File: config.mk
export PLATFORM = sky130hd
export DESIGN_NAME = prng_arbiter
export DESIGN_NICKNAME = d
export VERILOG_FILES = /design/src/rtl/prng_arbiter_pkg.sv /design/src/rtl/rr_select.sv /design/src/rtl/prng_arbiter.sv
export SDC_FILE = /design/constraint.sdc
export NUM_CORES = 1
export LEC_CHECK = 0
export ABC_CLOCK_PERIOD_IN_PS = 4600
export CORE_MARGIN = 1
export CORE_UTILIZATION = 56
export DETAILED_ROUTE_END_ITERATION = 16
export HOLD_SLACK_MARGIN = 0.02
export PLACE_DENSITY = 0.85
export RECOVER_POWER = 100
export SKIP_CTS_REPAIR_TIMING = 1
export SLEW_MARGIN = 5
export SYNTH_ARGS = -nofsm -noshare
export SYNTH_HDL_FRONTEND = slang
export SYNTH_HIERARCHICAL = 1
export SYNTH_SLANG_ARGS = --single-unit
File: constraint.sdc
create_clock -name clk -period 4.6 [get_ports clk]
set_input_delay 0.92 -clock clk [delete_from_list [all_inputs] [get_ports clk]]
set_output_delay 0.92 -clock clk [all_outputs]
set_load 0.05 [all_outputs]
File: src/rtl/prng_arbiter_pkg.sv
// Shared types, constants and the xorshift16 step for the PRNG arbiter.
package prng_arbiter_pkg;

  typedef logic [15:0] rand_t;

  localparam rand_t DEFAULT_SEED = 16'h5A3C;

  typedef enum logic [1:0] {
    ST_RUN  = 2'd0,
    ST_HOLD = 2'd1,
    ST_LOAD = 2'd2
  } state_e;

  function automatic rand_t xorshift16_step(input rand_t x);
    rand_t t;
    t = x ^ (x << 7);
    t = t ^ (t >> 9);
    t = t ^ (t << 8);
    return t;
  endfunction

endpackage

File: src/rtl/rr_select.sv
// Combinational round-robin picker: first asserted request at or after ptr, wrapping.
module rr_select #(
  parameter int NUM_REQ = 4,
  parameter int PW      = (NUM_REQ > 1) ? $clog2(NUM_REQ) : 1
) (
  input  logic [NUM_REQ-1:0] req_i,
  input  logic [PW-1:0]      ptr_i,
  output logic [NUM_REQ-1:0] win_o,
  output logic               valid_o
);

  logic [PW-1:0] idx;

  always_comb begin
    win_o   = '0;
    valid_o = 1'b0;
    idx     = '0;
    for (int unsigned i = 0; i < NUM_REQ; i++) begin
      idx = PW'((32'(ptr_i) + i) % NUM_REQ);
      if (!valid_o && req_i[idx]) begin
        win_o[idx] = 1'b1;
        valid_o    = 1'b1;
      end
    end
  end

endmodule

File: src/rtl/prng_arbiter.sv
// Round-robin arbiter handing out xorshift16 words, one grant per cycle.
// Optional grant counter enabled by defining PRNG_ARBITER_STATS_EN.
module prng_arbiter
  import prng_arbiter_pkg::*;
#(
  parameter int    NUM_REQ = 4,
  parameter rand_t SEED    = DEFAULT_SEED
) (
  input  logic               clk,
  input  logic               rst,
  input  logic               enable,
  input  logic [NUM_REQ-1:0] req,
  output logic [NUM_REQ-1:0] gnt,
  output logic [15:0]        rand_data,
  input  logic               reseed,
  input  logic [15:0]        reseed_value
`ifdef PRNG_ARBITER_STATS_EN
  ,output logic [31:0]       grant_count
`endif
);

  localparam int PW = $clog2(NUM_REQ);

  rand_t              x_q;
  rand_t              x_step;
  rand_t              rand_q;
  logic [NUM_REQ-1:0] gnt_q;
  logic [PW-1:0]      ptr_q, ptr_d;
  state_e             state_q, state_d;
  logic [NUM_REQ-1:0] win;
  logic               win_valid;
  logic [PW-1:0]      widx;
  logic               grant_go;

  rr_select #(
    .NUM_REQ (NUM_REQ),
    .PW      (PW)
  ) u_rr_select (
    .req_i   (req),
    .ptr_i   (ptr_q),
    .win_o   (win),
    .valid_o (win_valid)
  );

  // state_d is the mode of the current cycle; grants only issue in RUN.
  always_comb begin
    state_d = ST_RUN;
    case (state_q)
      ST_LOAD: state_d = enable ? ST_RUN : ST_HOLD;
      ST_HOLD: state_d = enable ? ST_RUN : ST_HOLD;
      default: state_d = enable ? ST_RUN : ST_HOLD;
    endcase
    if (reseed) state_d = ST_LOAD;
  end

  always_comb begin
    widx = '0;
    for (int unsigned i = 0; i < NUM_REQ; i++) begin
      if (win[i]) widx = PW'(i);
    end
    ptr_d = (widx == PW'(NUM_REQ - 1)) ? '0 : widx + 1'b1;
  end

  assign grant_go = (state_d == ST_RUN) && win_valid;
  assign x_step   = xorshift16_step(x_q);

  always_ff @(posedge clk) begin
    if (rst) begin
      x_q     <= SEED;
      gnt_q   <= '0;
      rand_q  <= '0;
      ptr_q   <= '0;
      state_q <= ST_RUN;
    end else begin
      state_q <= state_d;
      gnt_q   <= grant_go ? win : '0;
      if (reseed) begin
        x_q <= (reseed_value == 16'h0000) ? SEED : reseed_value;
      end else if (grant_go) begin
        x_q    <= x_step;
        rand_q <= x_step;
        ptr_q  <= ptr_d;
      end
    end
  end

  assign gnt       = gnt_q;
  assign rand_data = rand_q;

`ifdef PRNG_ARBITER_STATS_EN
  logic [31:0] cnt_q;

  always_ff @(posedge clk) begin
    if (rst) begin
      cnt_q <= '0;
    end else if (grant_go && cnt_q != '1) begin
      cnt_q <= cnt_q + 32'd1;
    end
  end

  assign grant_count = cnt_q;
`endif

endmodule

==> summary.json, run 1 <==
{
  "outcome": {"value": "complete, no violations"},
  "yosys_warnings": {"value": 6},
  "synthesis.instances": {"value": 275},
  "antenna_left": {"value": 0},
  "setup.worst_path.class": {"value": "input pin to flop"},
  "final_layout_size_suffix_gt1_share": {"value": 4.90, "unit": "%"},
  "max-cap-violations": {"value": 0},
  "detail_route.first_pass.iterations": {"value": 4},
  "report.final.setup_viol": {"value": 0},
  "timing.fmax": {"value": 306, "unit": "MHz"},
  "initialDrtViolationCount": {"value": 137},
  "cts_buffers": {"value": 5},
  "clk_root_buffer_cell": {"value": "sky130_fd_sc_hd__clkbuf_8"},
  "global_route.usage.total": {"value": 25.2, "unit": "%"},
  "synth_seq_cells": {"value": 38},
  "total_leakage_power": {"value": 1.12, "unit": "nW"},
  "layout_setup_ws": {"value": 1.33, "unit": "ns"},
  "period_share": {"value": 71.0, "unit": "%"},
  "worst_clock_skew": {"value": 0.00669, "unit": "ns"},
  "clockBufferDepth": {"value": 2},
  "power.density_cell_area": {"value": 352, "unit": "mW/mm^2"},
  "pins_over_slew_limit": {"value": 0},
  "first_global_vias": {"value": 1716},
  "grt_antenna_before_repair": {"value": 0},
  "place_ws": {"value": 1.15, "unit": "ns"},
  "detail_route.wirelength": {"value": 5330, "unit": "um"},
  "layout_common_cells": {"value": "38 x sky130_fd_sc_hd__dfxtp_1, 27 x sky130_fd_sc_hd__nand2_1, 22 x sky130_fd_sc_hd__nor2_1, 22 x sky130_fd_sc_hd__a21oi_1, 22 x sky130_fd_sc_hd__dlygate4sd3_1"},
  "core_area": {"value": 0.00403, "unit": "mm^2"},
  "post-route-drc-count": {"value": 0},
  "placementRows": {"value": 23},
  "dp_hpwl": {"value": 3890, "unit": "um"},
  "grt-ovfl-total": {"value": 0},
  "filler_cell_count": {"value": 333},
  "timing.hold.ws": {"value": 0.454, "unit": "ns"},
  "grt_pass1_wl": {"value": 8250, "unit": "um"},
  "mappedNetlistArea": {"value": 0.00235, "unit": "mm^2"},
  "layout.cells.most_common": {"value": "sky130_fd_sc_hd__dfxtp_1"},
  "critical_path_required": {"value": 4.80, "unit": "ns"},
  "insertedDiodeCount": {"value": 0},
  "timing_hold_violations_final": {"value": 0},
  "vias_per_cell": {"value": 5.84},
  "timing.critical_path.arrival": {"value": 3.47, "unit": "ns"},
  "routedWlPerCell": {"value": 15.0, "unit": "um"},
  "cts_sinks": {"value": 38},
  "yosysUniqueCellTypes": {"value": 45},
  "timing_worst_slew_pin_value": {"value": 0.975, "unit": "ns"},
  "floorplan.initialDensity": {"value": 58.4, "unit": "%"},
  "max-vdd-ir-drop": {"value": 0.218, "unit": "mV"},
  "worst_setup_path_end_kind": {"value": "flop"},
  "number_of_port_buffers": {"value": 43},
  "io_pins": {"value": 44},
  "clk-insertion-delay-late": {"value": 0.29, "unit": "ns"},
  "synth_seq_area_share": {"value": 32.3, "unit": "%"},
  "cts_max_level": {"value": 2},
  "worst-path-max-fanout": {"value": 21},
  "die_w": {"value": 66.8, "unit": "um"},
  "syn_nets": {"value": 305},
  "clk_pin_slew": {"value": 0.07, "unit": "ns"},
  "area_delta_synth_final": {"value": 21.9, "unit": "%"},
  "post-route-min-period": {"value": 3.27, "unit": "ns"},
  "die_area": {"value": 0.00447, "unit": "mm^2"},
  "finalWeightedCongestion": {"value": 0.964},
  "avgSynthCellArea": {"value": 8.56, "unit": "um^2"},
  "tritoncts_clock_tree": {"value": "yes"},
  "route.vias.total": {"value": 2080},
  "fin_tns_setup": {"value": 0, "unit": "ns"},
  "timing.hold.worst.class": {"value": "flop to flop"},
  "relSlewSlack": {"value": 34.7, "unit": "%"},
  "start_kind": {"value": "input pin"},
  "power.total": {"value": 1.01, "unit": "mW"},
  "rsz0062_at_grt": {"value": "false"},
  "die_height": {"value": 66.8, "unit": "um"},
  "grt_start_max_net_pins": {"value": 24},
  "fin_nets": {"value": 335}
}
synth_stat cells, drive strengths merged:
library cell	count	area, um^2
o22ai	6	37.5
mux2i	6	60.1
a31oi	2	12.5
a211oi	5	37.5
mux4	1	22.5
a221oi	2	30.0
nand4b	2	17.5
buf	4	26.3
clkbuf	17	66.3
nand3	8	45.0
a311oi	4	35.0
a21oi	22	110
clkinv	1	3.75
and2	4	25.0
nor4	4	25.0
o21bai	6	45.0
nand2	27	101
nor3	15	75.1
o2bb2ai	4	35.0
o21a	4	30.0
o21ai	10	50.1
or3	6	37.5
nor2	22	82.6
nor2b	1	6.26
xor3	4	95.1
a311o	1	10.0
nand2b	4	25.0
a31o	2	17.5
or3b	1	8.76
xor2	6	52.6
and4	1	8.76
or2	1	6.26
or4	2	15.0
dfxtp	38	761
mux2	3	33.8
nand3b	3	22.5
xnor3	3	68.8
xnor2	13	114
a2111o	1	11.3
inv	3	11.3
ha	6	75.1
area by class of cell:
| type | count | area, um^2 | area share [%] |
|---|---|---|---|
| Tap cell | 50 | 62.6 | 2.18 |
| Inverter | 4 | 15.0 | 0.524 |
| Sequential cell | 38 | 761 | 26.5 |
| Multi-Input combinational cell | 212 | 1490 | 51.8 |
| Clock inverter | 1 | 30.0 | 1.05 |
| Clock buffer | 7 | 76.3 | 2.66 |
| Timing Repair Buffer | 44 | 438 | 15.3 |
power by group:
group	internal (mW)	switching [mW]	total [mW]	leakage [nW]
combinational	0.152	0.189	0.341	0.751
clock	0.162	0.114	0.277	0.0524
sequential	0.359	0.0323	0.391	0.313
total	0.674	0.336	1.01	1.12
sequential cells by signal (all words and copies together) (netlist names):
register	flops
ptr_q	2
gnt	4
x_q	16
rand_data	16
worst paths after layout:
path / from / to / slack, ns / cells past startpoint
max: req[2] / rand_data[7]$_SDFFE_PP0P_ / 1.33 / 6
min reg2reg: rand_data[3]$_SDFFE_PP0P_ / rand_data[3]$_SDFFE_PP0P_ / 0.45 / 2
min: rand_data[3]$_SDFFE_PP0P_ / rand_data[3]$_SDFFE_PP0P_ / 0.45 / 2
max reg2reg: ptr_q[0]$_SDFFE_PP0P_ / ptr_q[0]$_SDFFE_PP0P_ / 1.59 / 10
per-stage QoR:
| stage | area (um^2) | std cells | util [%] |
|---|---|---|---|
| floorplan | 2350 | 275 | - |
| global placement | 2760 | 348 | 68.5 |
| detailed placement | 2760 | 348 | 68.5 |
| CTS | 2870 | 356 | 71.2 |
| global route | 2870 | 356 | 71.2 |
| finish | 2870 | 356 | 71.2 |
metal layers:
metal / track usage (%) / vias up / wire length, um
met5: 0 / - / 0
met4: 7.71 / 0 / 90
met3: 6.85 / 9 / 348
met2: 35.4 / 71 / 2330
met1: 36.8 / 952 / 2560
li1: - / 1048 / -
worst max-delay path, cell delays in order:
cell,delay (ns)
sky130_fd_sc_hd__dlygate4sd3_1,0.70
sky130_fd_sc_hd__or4_1,0.27
sky130_fd_sc_hd__nand2_1,0.36
sky130_fd_sc_hd__nor2_1,0.87
sky130_fd_sc_hd__nor2_1,0.08
sky130_fd_sc_hd__a211oi_1,0.26
cell families (layout without fill, tap and decap cells):
logic type      after synthesis  in the layout  share of synthesized area (%)
xor+xnor                     26             26                           14.0
mux                          10             10                           4.94
flops                        38             38                           32.3
fa+ha+maj                     6              6                           3.19
compound gates               69             69                           19.6
buf+inv                      25             56                           4.57
simple gates                101            101                           21.3
Note: power is estimated with default switching activity, not from simulation.
==> inputs of run 2 (changes only) <==
--- a/config.mk
+++ b/config.mk
@@ -5,12 +5,12 @@
 export SDC_FILE = /design/constraint.sdc
 export NUM_CORES = 1
 export LEC_CHECK = 0
-export ABC_CLOCK_PERIOD_IN_PS = 4600
+export ABC_CLOCK_PERIOD_IN_PS = 3200
 export CORE_MARGIN = 1
-export CORE_UTILIZATION = 56
+export CORE_UTILIZATION = 52
 export DETAILED_ROUTE_END_ITERATION = 16
 export HOLD_SLACK_MARGIN = 0.02
-export PLACE_DENSITY = 0.85
+export PLACE_DENSITY = 0.8
 export RECOVER_POWER = 100
 export SKIP_CTS_REPAIR_TIMING = 1
 export SLEW_MARGIN = 5
==> constraint.sdc (replaced) <==
create_clock -name clk -period 3.2 [get_ports clk]
set_input_delay 0.64 -clock clk [delete_from_list [all_inputs] [get_ports clk]]
set_output_delay 0.64 -clock clk [all_outputs]
set_load 0.05 [all_outputs]
==> summary.json, run 2 (synthesis gave the netlist of run 1 again) <==
{
  "sequentialPowerShare": {"value": 37.7, "unit": "%", "change": "-1.1 points"},
  "timing_hold_violations_final": {"value": 0, "change": "unchanged"},
  "grt_antenna_before_repair": {"value": 0, "change": "unchanged"},
  "pins_over_slew_limit": {"value": 0, "change": "unchanged"},
  "final_layout_size_suffix_gt1_share": {"value": 6.35, "unit": "%", "change": "+1.4 points"},
  "power.density_cell_area": {"value": 501, "unit": "mW/mm^2", "change": "+42%"},
  "critical_path_required": {"value": 3.40, "unit": "ns", "change": "-1.40 ns"},
  "die_height": {"value": 69.3, "unit": "um", "change": "+3.7%"},
  "p_int": {"value": 0.975, "unit": "mW", "change": "+45%"},
  "clk_root_buffer_cell": {"value": "sky130_fd_sc_hd__clkbuf_8"},
  "worst-path-max-fanout": {"value": 10, "change": "-52%"},
  "report.final.setup_viol": {"value": 0, "change": "unchanged"},
  "grt_pass1_wl": {"value": 9560, "unit": "um", "change": "+16%"},
  "crit_family": {"value": "buffers and inverters"},
  "cts_buffers": {"value": 5, "change": "unchanged"},
  "reg_to_reg_critical_path_endpoint": {"value": "ptr_q[0]$_SDFFE_PP0P_"},
  "clk-insertion-delay-late": {"value": 0.29, "unit": "ns", "change": "about the same"},
  "timing.hold.worst.class": {"value": "flop to flop"},
  "clkPwrFrac": {"value": 27.4, "unit": "%", "change": "about the same"},
  "core_area": {"value": 0.00435, "unit": "mm^2", "change": "+8.1%"},
  "timing.critical_path.arrival": {"value": 2.87, "unit": "ns", "change": "-0.60 ns"},
  "detail_route.first_pass.iterations": {"value": 4, "change": "unchanged"},
  "start_kind": {"value": "input pin"},
  "max-vdd-ir-drop": {"value": 0.394, "unit": "mV", "change": "+81%"},
  "post-route-drc-count": {"value": 0, "change": "unchanged"},
  "grt-ovfl-total": {"value": 0, "change": "unchanged"},
  "area_delta_synth_final": {"value": 24.2, "unit": "%"},
  "fin_tns_setup": {"value": 0, "unit": "ns", "change": "unchanged"},
  "worst_setup_path_end_kind": {"value": "flop"},
  "rsz0062_at_grt": {"value": "false"},
  "floorplan.initialDensity": {"value": 54.1, "unit": "%", "change": "-4.4 points"},
  "clockBufferDepth": {"value": 2, "change": "unchanged"},
  "wl_met2": {"value": 2490, "unit": "um", "change": "+7.0%"},
  "initialDrtViolationCount": {"value": 174, "change": "+27%"},
  "worst_clock_skew": {"value": 0.00644, "unit": "ns", "change": "-0.000255 ns"},
  "cts_max_level": {"value": 2, "change": "unchanged"},
  "crit_path_slowest_cell": {"value": "sky130_fd_sc_hd__or4_1"},
  "insertedDiodeCount": {"value": 0, "change": "unchanged"},
  "layout.cells.most_common": {"value": "sky130_fd_sc_hd__dfxtp_1"},
  "dr_wl_met3": {"value": 323, "unit": "um", "change": "-7.2%"},
  "worstSetupEndpoint": {"value": "x_q[6]$_SDFFE_PP0P_"},
  "post-route-min-period": {"value": 2.66, "unit": "ns"},
  "dp_hpwl": {"value": 4210, "unit": "um", "change": "+8.2%"},
  "p_switching": {"value": 0.489, "unit": "mW", "change": "+46%"},
  "m1WireLength": {"value": 2610, "unit": "um", "change": "+1.8%"},
  "io_pins": {"value": 44, "change": "unchanged"},
  "die_w": {"value": 69.3, "unit": "um", "change": "+3.7%"},
  "antenna_left": {"value": 0, "change": "unchanged"},
  "reg2reg_setup_slack": {"value": 0.77, "unit": "ns", "change": "-0.82 ns"},
  "timing.fmax": {"value": 376, "unit": "MHz"},
  "first_global_vias": {"value": 1953, "change": "+14%"},
  "number_of_port_buffers": {"value": 43, "change": "unchanged"},
  "critical_path_buf_inv_count": {"value": 2, "change": "+1"},
  "layout.cells.non_filler": {"value": 367, "change": "+3.1%"},
  "worst_r2r_path_depth": {"value": 10, "change": "unchanged"},
  "setup.worst_path.start": {"value": "req[2]"},
  "period_share": {"value": 83.2, "unit": "%"},
  "global_route.usage.total": {"value": 25.1, "unit": "%", "change": "-0.12 points"},
  "worst_r2r_startpoint": {"value": "ptr_q[1]$_SDFFE_PP0P_"},
  "crit_chain": {"value": "dlygate4sd3_1 > or4_1 > nand2_1 > clkbuf_1 > o21ai_0 > a311oi_1"},
  "total_leakage_power": {"value": 1.15, "unit": "nW", "change": "+2.6%"},
  "die_area": {"value": 0.00480, "unit": "mm^2", "change": "+7.5%"},
  "detail_route.wirelength": {"value": 5550, "unit": "um", "change": "+4.1%"},
  "post-place-cells": {"value": 359, "change": "+3.2%"},
  "switching_share": {"value": 33.4, "unit": "%", "change": "+0.15 points"},
  "setup.worst_path.class": {"value": "input pin to flop"},
  "outcome": {"value": "complete, no violations"},
  "pwr-share-comb": {"value": 34.9, "unit": "%", "change": "+1.1 points"},
  "clk_pin_slew": {"value": 0.07, "unit": "ns", "change": "about the same"},
  "relSlewSlack": {"value": 59.7, "unit": "%", "change": "+25 points"},
  "placementRows": {"value": 24, "change": "+4.3%"},
  "max-cap-violations": {"value": 0, "change": "unchanged"},
  "grt_start_max_net_pins": {"value": 22, "change": "-8.3%"},
  "timing.critical_path.slowest_cell_delay": {"value": 0.66, "unit": "ns", "change": "-0.21 ns"},
  "top_signal_layer_used": {"value": "met4"},
  "tritoncts_clock_tree": {"value": "yes"},
  "crit_cells": {"value": 6, "change": "unchanged"},
  "route.vias.total": {"value": 2119, "change": "+1.9%"},
  "layout_common_cells": {"value": "38 x sky130_fd_sc_hd__dfxtp_1, 27 x sky130_fd_sc_hd__nand2_1, 22 x sky130_fd_sc_hd__nor2_1, 22 x sky130_fd_sc_hd__a21oi_1, 22 x sky130_fd_sc_hd__clkdlybuf4s50_1"},
  "finalWeightedCongestion": {"value": 0.976, "change": "+1.2%"},
  "cts_sinks": {"value": 38, "change": "unchanged"},
  "timing_worst_slew_pin_value": {"value": 0.600, "unit": "ns", "change": "-0.376 ns"},
  "fin_nets": {"value": 344, "change": "+2.7%"},
  "routedWlPerCell": {"value": 15.1, "unit": "um", "change": "+0.99%"},
  "vias_per_cell": {"value": 5.77, "change": "-1.2%"}
}
[run 2: cell types whose count changed in the layout (fill, tap and decap cells not counted), sizes merged]
cell	delta
buf	+5
clkbuf	+4
clkdlybuf4s50	+1
dlygate4sd3	-1
[run 2: worst min path at each step]
stage,start,endpoint,slack (ns),cells past startpoint
global placement,rand_data[6]$_SDFFE_PP0P_,rand_data[6]$_SDFFE_PP0P_,0.44,2
detailed placement,rand_data[6]$_SDFFE_PP0P_,rand_data[6]$_SDFFE_PP0P_,0.45,2
floorplan,x_q[12]$_SDFFE_PP1P_,x_q[12]$_SDFFE_PP1P_,0.48,2
global route,rand_data[6]$_SDFFE_PP0P_,rand_data[6]$_SDFFE_PP0P_,0.47,2
CTS,rand_data[6]$_SDFFE_PP0P_,rand_data[6]$_SDFFE_PP0P_,0.46,2
finish,rand_data[14]$_SDFFE_PP0P_,rand_data[14]$_SDFFE_PP0P_,0.45,2
[run 2: tightest hold or removal path, cell delays in order, from the launching register on]
cell	delay, ns
sky130_fd_sc_hd__dfxtp_1	0.31
sky130_fd_sc_hd__nand2_1	0.05
sky130_fd_sc_hd__a21oi_1	0.05
[run 2: layout make-up]
type                       instances  area [um^2]
clock buffer                       7         76.3
multi-input combinational        212         1490
tap                               52         65.1
inverter                           4         15.0
clock inverter                     1         30.0
fill                             370         1430
timing repair buffer              53          490
sequential                        38          761
[run 2: through the flow]
step | total power [mW] | cell area [um^2] | worst slack (ns) | hold slack (ns) | utilization (%)
after global routing | 1.55 | 2920 | 0.400 | 0.471 | 67.1
after detailed placement | 1.08 | 2830 | 0.387 | 0.447 | 65.0
after floorplan | 0.939 | 2350 | 0.762 | 0.475 | -
after CTS | 1.48 | 2940 | 0.702 | 0.456 | 67.5
after global placement | 1.07 | 2830 | 0.461 | 0.442 | 65.0
final | 1.46 | 2920 | 0.537 | 0.450 | 67.1
[run 2: power groups by stage]
stage               Combinational, mW  Sequential, mW  Clock, mW
finish                          0.511           0.552      0.402
global placement                0.509           0.561          0
detailed placement              0.520           0.563          0
global route                    0.557           0.558      0.440
CTS                             0.522           0.553      0.409
floorplan                       0.312           0.627          0
[run 2: routing by layer]
metal	up-vias	track usage [%]
met4	0	12.0
li1	1070	-
met1	973	36.3
met5	-	0
met2	64	35.2
met3	12	5.38
==> inputs of run 3 (changes only) <==
--- a/config.mk
+++ b/config.mk
@@ -5,12 +5,12 @@
 export SDC_FILE = /design/constraint.sdc
 export NUM_CORES = 1
 export LEC_CHECK = 0
-export ABC_CLOCK_PERIOD_IN_PS = 3200
+export ABC_CLOCK_PERIOD_IN_PS = 2200
 export CORE_MARGIN = 1
-export CORE_UTILIZATION = 52
+export CORE_UTILIZATION = 47
 export DETAILED_ROUTE_END_ITERATION = 16
 export HOLD_SLACK_MARGIN = 0.02
-export PLACE_DENSITY = 0.8
+export PLACE_DENSITY = 0.76
 export RECOVER_POWER = 100
 export SKIP_CTS_REPAIR_TIMING = 1
 export SLEW_MARGIN = 5
==> constraint.sdc (replaced) <==
create_clock -name clk -period 2.2 [get_ports clk]
set_input_delay 0.44 -clock clk [delete_from_list [all_inputs] [get_ports clk]]
set_output_delay 0.44 -clock clk [all_outputs]
set_load 0.05 [all_outputs]
==> summary.json, run 3 (synthesis gave the netlist of run 1 again) <==
{
  "timing.fmax": {"value": 476, "unit": "MHz"},
  "worst_clock_skew": {"value": 0.00511, "unit": "ns", "change": "-0.00133 ns"},
  "io_pins": {"value": 44, "change": "unchanged"},
  "final_layout_size_suffix_gt1_share": {"value": 15.1, "unit": "%", "change": "+8.8 points"},
  "clk_pin_slew": {"value": 0.07, "unit": "ns", "change": "about the same"},
  "area_delta_synth_final": {"value": 34.6, "unit": "%"},
  "pins_over_slew_limit": {"value": 0, "change": "unchanged"},
  "post-route-min-period": {"value": 2.10, "unit": "ns"},
  "timing.critical_path.slowest_cell_delay": {"value": 0.59, "unit": "ns", "change": "-0.07 ns"},
  "period_share": {"value": 95.5, "unit": "%"},
  "layout_common_cells": {"value": "38 x sky130_fd_sc_hd__dfxtp_1, 27 x sky130_fd_sc_hd__nand2_1, 24 x sky130_fd_sc_hd__buf_4"},
  "timing.hold.worst.class": {"value": "flop to flop"},
  "die_w": {"value": 72.8, "unit": "um", "change": "+5.0%"},
  "multi_input_area": {"value": 0.00154, "unit": "mm^2", "change": "+3.8%"},
  "max-cap-violations": {"value": 0, "change": "unchanged"},
  "fin_nets": {"value": 366, "change": "+6.4%"},
  "vias_per_cell": {"value": 5.48, "change": "-5.0%"},
  "dp_hpwl": {"value": 4410, "unit": "um", "change": "+4.8%"},
  "floorplan.initialDensity": {"value": 49.2, "unit": "%", "change": "-4.9 points"},
  "report.final.setup_viol": {"value": 0, "change": "unchanged"},
  "filler_cell_count": {"value": 421, "change": "+14%"},
  "outcome": {"value": "complete, no violations"},
  "route.vias.total": {"value": 2215, "change": "+4.5%"},
  "global_route.usage.total": {"value": 23.3, "unit": "%", "change": "-1.7 points"},
  "crit_chain": {"value": "buf_4 > mux4_2 > a31o_1 > a221oi_2 > o2bb2ai_2 > nor3_1 > a21oi_1 > nor2_1"},
  "routedWlPerCell": {"value": 14.7, "unit": "um", "change": "-3.0%"},
  "cts_sinks": {"value": 38, "change": "unchanged"},
  "cts_max_level": {"value": 2, "change": "unchanged"},
  "grt-ovfl-total": {"value": 0, "change": "unchanged"},
  "placementRows": {"value": 25, "change": "+4.2%"},
  "power.density_cell_area": {"value": 703, "unit": "mW/mm^2", "change": "+40%"},
  "worst-path-max-fanout": {"value": 21, "change": "+11"},
  "start_kind": {"value": "flop"},
  "grt_start_max_net_pins": {"value": 22, "change": "unchanged"},
  "grt_pass1_wl": {"value": 9380, "unit": "um", "change": "-1.8%"},
  "cts_buffers": {"value": 5, "change": "unchanged"},
  "tritoncts_clock_tree": {"value": "yes"},
  "timing.hold.ws": {"value": 0.454, "unit": "ns", "change": "+0.00323 ns"},
  "clk-insertion-delay-late": {"value": 0.30, "unit": "ns", "change": "about the same"},
  "die_height": {"value": 72.8, "unit": "um", "change": "+5.0%"},
  "core_area": {"value": 0.00479, "unit": "mm^2", "change": "+9.9%"},
  "total_leakage_power": {"value": 1.29, "unit": "nW", "change": "+12%"},
  "max-vdd-ir-drop": {"value": 0.497, "unit": "mV", "change": "+26%"},
  "clockBufferDepth": {"value": 2, "change": "unchanged"},
  "timing_hold_violations_final": {"value": 0, "change": "unchanged"},
  "timing.critical_path.arrival": {"value": 2.34, "unit": "ns", "change": "-0.53 ns"},
  "post-route-drc-count": {"value": 0, "change": "unchanged"},
  "layout.cells.most_common": {"value": "sky130_fd_sc_hd__dfxtp_1"},
  "worst_setup_path_end_kind": {"value": "flop"},
  "seq_area": {"value": 761, "unit": "um^2", "change": "unchanged"},
  "grt_antenna_before_repair": {"value": 0, "change": "unchanged"},
  "initialDrtViolationCount": {"value": 118, "change": "-32%"},
  "critical_path_required": {"value": 2.44, "unit": "ns", "change": "-0.96 ns"},
  "detail_route.first_pass.iterations": {"value": 5, "change": "+1"},
  "layout_setup_ws": {"value": 0.0997, "unit": "ns", "change": "-0.437 ns"},
  "crit_path_slowest_cell": {"value": "sky130_fd_sc_hd__mux4_2"},
  "number_of_port_buffers": {"value": 43, "change": "unchanged"},
  "antenna_left": {"value": 0, "change": "unchanged"},
  "power.total": {"value": 2.23, "unit": "mW", "change": "+52%"},
  "timing_worst_slew_pin_value": {"value": 0.594, "unit": "ns", "change": "-0.00516 ns"},
  "first_global_vias": {"value": 2006, "change": "+2.7%"},
  "detail_route.wirelength": {"value": 5920, "unit": "um", "change": "+6.8%"},
  "die_area": {"value": 0.00529, "unit": "mm^2", "change": "+10%"},
  "place_ws": {"value": -0.307, "unit": "ns", "change": "-0.694 ns"},
  "clk_root_buffer_cell": {"value": "sky130_fd_sc_hd__clkbuf_8"},
  "insertedDiodeCount": {"value": 0, "change": "unchanged"},
  "setup.worst_path.class": {"value": "flop to flop"},
  "rsz0062_at_grt": {"value": "false"},
  "relSlewSlack": {"value": 60.1, "unit": "%", "change": "+0.35 points"},
  "finalWeightedCongestion": {"value": 0.943, "change": "-3.4%"}
}
run 3: final timing paths:
check	from	to	slack, ns	cells after the start
max	ptr_q[0]$_SDFFE_PP0P_	ptr_q[1]$_SDFFE_PP0P_	0.1	8
min	rand_data[12]$_SDFFE_PP0P_	rand_data[12]$_SDFFE_PP0P_	0.45	2
max reg2reg	ptr_q[0]$_SDFFE_PP0P_	ptr_q[1]$_SDFFE_PP0P_	0.1	8
min reg2reg	rand_data[12]$_SDFFE_PP0P_	rand_data[12]$_SDFFE_PP0P_	0.45	2
run 3: critical path: cells and delay by family (launching register included):
kind | cells | cell delay (ns)
simple gates | 2 | 0.21
buf+inv | 1 | 0.24
mux | 1 | 0.59
flops | 1 | 0.33
compound gates | 4 | 0.67
run 3: power by group:
part           switching, mW  total, mW  internal (mW)
combinational          0.450      0.841          0.392
clock                  0.249      0.582          0.333
sequential            0.0514      0.802          0.751
total                  0.750       2.23           1.48
run 3: per-stage QoR:
| step | area [um^2] | setup TNS, ns | std cells | utilization [%] |
|---|---|---|---|---|
| floorplan | 2370 | -0.0164 | 275 | - |
| global placement | 3040 | -3.61 | 395 | 63.5 |
| detailed placement | 3040 | -4.66 | 395 | 63.5 |
| CTS | 3150 | -0.00214 | 403 | 65.7 |
| global route | 3170 | 0 | 404 | 66.2 |
| finish | 3170 | 0 | 404 | 66.2 |
run 3: final cells by class:
| type | instances | share of cell area (%) |
|---|---|---|
| clock buffers | 5 | 2.17 |
| repair buffers | 75 | 20.7 |
| flip-flops and latches | 38 | 24.0 |
| well taps | 67 | 2.65 |
| inverters | 4 | 0.474 |
| clock inverters | 3 | 1.26 |
| multi-input cells | 212 | 48.7 |
run 3: layer usage:
layer  up-vias  global-route usage [%]  wire, um
li1       1117                       -         -
met1      1021                    31.9      2870
met2        63                    36.7      2640
met3        14                    4.14       276
met4         0                    9.15       140
met5         -                       0         0
